--- src/rtl/hazard_pkg.sv ---
// Shared types and constants for the hazard scoreboard: entry attributes,
// forward-select encoding and stage indices.
package hazard_pkg;

    typedef struct packed {
        logic valid;
        logic we;
        logic is_load;
    } ent_flags_t;

    localparam int FWD_RF = 0;

    localparam int STG_EX  = 0;
    localparam int STG_MEM = 1;
    localparam int STG_WB  = 2;

    function automatic int sel_width(input int depth);
        return $clog2(depth + 1);
    endfunction

endpackage

--- src/rtl/fwd_port_match.sv ---
// Priority search for one decode operand over the tracked stages; the youngest
// (lowest index) matching writer wins.
module fwd_port_match #(
    parameter int AW    = 5,
    parameter int DEPTH = 3,
    parameter int SELW  = 2,
    parameter int IW    = 2
) (
    input  logic                      used,
    input  logic [AW-1:0]             addr,
    input  logic [DEPTH-1:0]          ent_wr,
    input  logic [DEPTH-1:0]          ent_is_load,
    input  logic [DEPTH-1:0][AW-1:0]  ent_rd,
    output logic [SELW-1:0]           sel,
    output logic                      hit_is_load,
    output logic [IW-1:0]             hit_idx
);

    // Scan oldest to youngest so the youngest match is the last assignment.
    always_comb begin
        sel         = '0;
        hit_is_load = 1'b0;
        hit_idx     = '0;
        for (int i = DEPTH - 1; i >= 0; i--) begin
            if (used && (addr != '0) && ent_wr[i] && (ent_rd[i] == addr)) begin
                sel         = SELW'(i + 1);
                hit_is_load = ent_is_load[i];
                hit_idx     = IW'(i);
            end
        end
    end

endmodule

--- src/rtl/hazard_scoreboard.sv ---
// Tracks in-flight destinations after decode, picks a bypass source per operand,
// raises load-use stalls and keeps saturating perf counters.
module hazard_scoreboard
    import hazard_pkg::*;
#(
    parameter int XLEN       = 32,
    parameter int NREG       = 32,
    parameter int DEPTH      = 3,
    parameter int NPORTS     = 2,
    parameter int LOAD_READY = 1,
    parameter int CNTW       = 32,
    localparam int AW   = $clog2(NREG),
    localparam int SELW = sel_width(DEPTH),
    localparam int IW   = (DEPTH > 1) ? $clog2(DEPTH) : 1
) (
    input  logic                     clk,
    input  logic                     reset,
    input  logic                     issue_valid,
    input  logic                     issue_we,
    input  logic                     issue_is_load,
    input  logic [AW-1:0]            issue_rd,
    input  logic                     flush,
    input  logic [NPORTS*AW-1:0]     rs_addr,
    input  logic [NPORTS-1:0]        rs_used,
    input  logic [NPORTS*XLEN-1:0]   rf_data,
    input  logic [DEPTH*XLEN-1:0]    stage_data,
    output logic [NPORTS*XLEN-1:0]   operand,
    output logic [NPORTS*SELW-1:0]   fwd_sel,
    output logic                     stall,
    output logic [CNTW-1:0]          stall_cycles,
    output logic [CNTW-1:0]          fwd_events
);

    ent_flags_t [DEPTH-1:0]          ents;
    logic [DEPTH-1:0][AW-1:0]        rd_pipe;
    logic [DEPTH-1:0]                ent_wr;
    logic [DEPTH-1:0]                ent_ld;

    logic [NPORTS-1:0][AW-1:0]       rs_arr;
    logic [NPORTS-1:0][XLEN-1:0]     rf_arr;
    logic [DEPTH-1:0][XLEN-1:0]      stage_arr;
    logic [NPORTS-1:0][XLEN-1:0]     op;
    logic [NPORTS-1:0][SELW-1:0]     sel;
    logic [NPORTS-1:0][IW-1:0]       hit_idx;
    logic [NPORTS-1:0]               hit_ld;
    logic [NPORTS-1:0]               hazard;
    logic [NPORTS-1:0]               fwd_hit;
    logic                            fwd_count;

    assign rs_arr    = rs_addr;
    assign rf_arr    = rf_data;
    assign stage_arr = stage_data;

    always_comb begin
        for (int i = 0; i < DEPTH; i++) begin
            ent_wr[i] = ents[i].valid & ents[i].we;
            ent_ld[i] = ents[i].is_load;
        end
    end

    for (genvar p = 0; p < NPORTS; p++) begin : g_port
        fwd_port_match #(
            .AW    (AW),
            .DEPTH (DEPTH),
            .SELW  (SELW),
            .IW    (IW)
        ) u_match (
            .used        (rs_used[p]),
            .addr        (rs_arr[p]),
            .ent_wr      (ent_wr),
            .ent_is_load (ent_ld),
            .ent_rd      (rd_pipe),
            .sel         (sel[p]),
            .hit_is_load (hit_ld[p]),
            .hit_idx     (hit_idx[p])
        );

        assign fwd_hit[p] = (sel[p] != SELW'(FWD_RF));
        // Load data only exists from LOAD_READY onward; earlier hits must wait.
        assign hazard[p]  = fwd_hit[p] & hit_ld[p] & (int'(hit_idx[p]) < LOAD_READY);
        assign op[p]      = fwd_hit[p] ? stage_arr[hit_idx[p]] : rf_arr[p];
    end

    assign operand   = op;
    assign fwd_sel   = sel;
    assign stall     = (|hazard) & issue_valid & ~flush;
    assign fwd_count = (|fwd_hit) & ~stall & ~flush & issue_valid;

    always_ff @(posedge clk) begin
        if (reset) begin
            ents         <= '0;
            rd_pipe      <= '0;
            stall_cycles <= '0;
            fwd_events   <= '0;
        end else begin
            for (int i = DEPTH - 1; i > 0; i--) begin
                ents[i]    <= ents[i-1];
                rd_pipe[i] <= rd_pipe[i-1];
            end
            ents[0].valid   <= issue_valid & ~flush & ~stall;
            ents[0].we      <= issue_we;
            ents[0].is_load <= issue_is_load;
            rd_pipe[0]      <= issue_rd;
            if (stall && !(&stall_cycles))
                stall_cycles <= stall_cycles + 1'b1;
            if (fwd_count && !(&fwd_events))
                fwd_events <= fwd_events + 1'b1;
        end
    end

endmodule
--- config.mk ---
export PLATFORM = sky130hd
export DESIGN_NAME = hazard_scoreboard
export DESIGN_NICKNAME = d
export VERILOG_FILES = /design/src/rtl/hazard_pkg.sv /design/src/rtl/fwd_port_match.sv /design/src/rtl/hazard_scoreboard.sv
export SDC_FILE = /design/constraint.sdc
export NUM_CORES = 1
export LEC_CHECK = 0
export BUFFER_PORTS_ARGS = -buffer_cell sky130_fd_sc_hd__buf_4
export CORE_AREA = 2 2 124 126
export CTS_CLUSTER_DIAMETER = 100
export CTS_CLUSTER_SIZE = 8
export DETAILED_ROUTE_END_ITERATION = 7
export DIE_AREA = 0 0 126 128
export HOLD_SLACK_MARGIN = 0.08
export PLACE_DENSITY = 0.78
export SYNTH_ARGS = -nofsm -noshare
export SYNTH_HDL_FRONTEND = slang
export SYNTH_SLANG_ARGS = --single-unit
--- constraint.sdc ---
create_clock -name clk -period 2.8 [get_ports clk]
set_input_delay 0.14 -clock clk [delete_from_list [all_inputs] [get_ports clk]]
set_output_delay 0.14 -clock clk [all_outputs]
set_load 0.03 [all_outputs]
==> impl_results.md <==
- Status: complete, but fails checks
- Violations in the final reports: negative setup slack
- Total global routing overflow: 0
- Slew @ Worst Pin: between 900 and 1000 ps
- Cell variety after synth: between 40 and 50
- Maximum VDD drop: around 300 µV
- Endpoint class of the critical path: output pin
- Number of CTS-inserted buffers: 9
- Rows: 45
- Power per cell area: between 300 and 400 nW/µm²
- CP Launch Type: register
- Crit path required time: 2660 ps
- Routed len/inst: ~19 µm
- Post-DRT Antenna Nets: 0
- Gr usage total: 0.284
- Met2 Usage GRT: 0.470
- Worst Clk Skew: between 7 and 8 ps
- Synth top area share: 0.269
- Busiest grt layer: met2
- TritonCTS clock tree: yes
- Die area: ~16000 µm²
- Met1 Use GR: 0.366
- Hold Vio Cnt, Final: 0
- Final wirelength: 25.3 mm
- Clk sinks: between 80 and 90
- EDFF count, synth: 0
- # DRC: 0
- Setup violators final: 18
- P&R area growth vs syn: 58.8%
- Share of layout cells above drive strength 1: 0.440
- Drt pass-1 iters: 5
- H-tree levels: 3
- Synthesized Nets: 985
- Largest net degree at the start of global routing: 90
- Seq/Total Area, Yosys: 0.269
- Mapped Area: 6390 µm²
- Max Fclk: roughly 350 MHz
- Bufs on Longest Clock Path: 2
- Area contributors post-synth: dfxtp_1 27%, mux2_2 11%, mux2i_1 10%
- Static leakage: approximately 0.0043 µW
- Worst path arrival time: approximately 2700 ps
- Top cells by count, synth: 102 x nand2_1, 86 x dfxtp_1, 81 x o21ai_0
- Synth Flop Type: dfxtp_1
- Final nets: 1319
- Slowest cell on the critical path: or4_4
- Placed insts: approximately 1300
- Core area: roughly 15000 µm²
- Asr flop ratio synth: 0
- Post-synth top area cell: dfxtp_1
- Die width: 126 µm
- RSZ-0062 raised after global routing: yes
- Final min period: between 2000 and 3000 ps
- Worst stage delay on the critical path: about 550 ps
- Flops & latches, synth: 86
- Clock root buffer: clkbuf_16
- Synth Instances: 800
- Antenna violations before repair: 0
- Final Cycle Share: 1.02
- Vias in the first global route: roughly 6600
- Finished Layout Cells: ~1300
- Drt via density: between 5 and 6
- Routability cong.: 0.924
- Worst-path cell chain: xnor2_2, nand2_2, or4_4, nor2_4, buf_12, buf_16, mux2_4, mux2i_2, o21ai_1, buf_4
- Crit Path Max Fanout: 7
- DIE HEIGHT: 128 µm
- Port Buffers: 315
- WS Path Type: register to output pin
- Clock Latency Late Sink: about 350 ps
- FILL cells: around 1200
- Worst hold path type: input pin to register
- Ports: approximately 320
- Clk slew on worst S/H paths: about 70 ps
- Via count: 7303
- First-pass GRT wire length: 36.4 mm
- Syn_area_per_cell: 7.99 µm²
- Total of max-cap violations: 0
- Worst setup margin: -51.3 ps
- Drt initial violations: around 400
- Yosys warns: 0
- Post-DP HPWL: approximately 18 mm
- Hold slack: approximately 350 ps
- Slew margin rel.: 0.397
- Pins over their slew limit: 0
- Starting Density: 0.430
- Met3 GRT Util: 0.0534
- Top-count cell post-synth: nand2_1
-- layout by cell type (no fill, tap or decap), drive strengths merged, types with 12 or more instances in the layout --
| cell | Yosys | final |
|---|---|---|
| nor3 | 14 | 14 |
| clkbuf | 29 | 13 |
| dfxtp | 86 | 86 |
| or4 | 13 | 13 |
| mux2 | 64 | 64 |
| nand3 | 27 | 27 |
| nand4 | 28 | 28 |
| nand2 | 102 | 102 |
| nor2 | 61 | 61 |
| xnor2 | 53 | 53 |
| inv | 9 | 12 |
| buf | 17 | 359 |
| or3 | 16 | 16 |
| mux2i | 66 | 66 |
| a21oi | 19 | 19 |
| xor2 | 18 | 18 |
| nor2b | 26 | 26 |
| o21ai | 84 | 84 |
-- per-stage QoR --
| stage | cell area [µm²] | worst slack, ps | TNS (ps) | power, µW | util |
|---|---|---|---|---|---|
| after CTS | 9810 | -28.9 | -329 | 3170 | 0.660 |
| after global placement | 9090 | 72.5 | 0 | 1880 | 0.612 |
| after floorplan | 6390 | 183 | 0 | 1550 | - |
| final | 10100 | -51.3 | -324 | 3200 | 0.683 |
| after global routing | 10100 | -129 | -2810 | 3320 | 0.682 |
| after detailed placement | 9090 | 59.7 | 0 | 1890 | 0.612 |
-- final timing paths --
path | startpoint | endpoint | slack [ps] | cells after the start
setup / recovery | rd_pipe[7]$_SDFF_PP0_ | operand[59] | -50 | 10
hold / removal | issue_valid | ents[2]$_SDFF_PP0_ | 350 | 3
setup reg to reg | rd_pipe[5]$_SDFF_PP0_ | fwd_events[12]$_SDFFE_PP0P_ | 70 | 10
hold reg to reg | ents[1]$_SDFF_PP0_ | ents[4]$_SDFF_PP0_ | 500 | 1
-- kinds of logic after synthesis --
| kind of cell | Yosys count | synth area share |
|---|---|---|
| XOR/XNOR | 71 | 0.0973 |
| adder cells (fa/ha/maj) | 2 | 0.00392 |
| buffers and inverters | 55 | 0.0356 |
| AND/OR/NAND/NOR | 327 | 0.260 |
| AO/OA/AOI/OAI | 129 | 0.118 |
| flip-flops | 86 | 0.269 |
| multiplexers | 130 | 0.216 |
-- sequential cells by signal, summed over array words and instances, names as in the netlist --
| signal | count |
|---|---|
| ents | 6 |
| fwd_events | 32 |
| ent_ld | 1 |
| stall_cycles | 32 |
| rd_pipe | 15 |
-- layout make-up --
type	instances	area, µm²	share of cell area
well taps	188	235	0.0232
flip-flops and latches	86	1740	0.171
multi-input cells	659	4800	0.473
diodes	1	2.50	0.000247
clock inverters	6	76.3	0.00752
clock buffers	10	239	0.0236
inverters	9	33.8	0.00333
repair buffers	369	3020	0.298
-- worst max-delay path, delay by kind of cell (launching register included) --
| kind | cells | cell delay (ps) |
|---|---|---|
| buffers and inverters | 3 | 470 |
| AOI/OAI and AO/OA | 1 | 80 |
| xor gates and xnor gates | 1 | 130 |
| DFF | 1 | 360 |
| and+or+nand+nor | 3 | 810 |
| muxes | 2 | 500 |
-- metal layers --
| metal | routed length, µm | up-vias |
|---|---|---|
| met1 | 10300 | 3375 |
| met4 | 810 | 0 |
| met3 | 1780 | 53 |
| met5 | 0 | - |
| li1 | - | 3547 |
| met2 | 12300 | 328 |
-- where the power goes --
part | switching, µW | internal [µW] | total (µW) | leakage [µW]
Sequential | 13.8 | 1240 | 1250 | 0.000700
Combinational | 327 | 367 | 694 | 0.00343
Clock | 527 | 731 | 1260 | 0.000156
Total | 868 | 2330 | 3200 | 0.00428
-- timing repair --
action                     4_1_cts  5_1_grt
setup endpoints to repair       59       71
hold buffers                     7        0
resized for setup               52       72
hold endpoints to repair         7        0
cloned                           4        3
setup buffers                   11        5
pin swaps                        8       18
No activity file was read; power rests on OpenSTA's default activity.
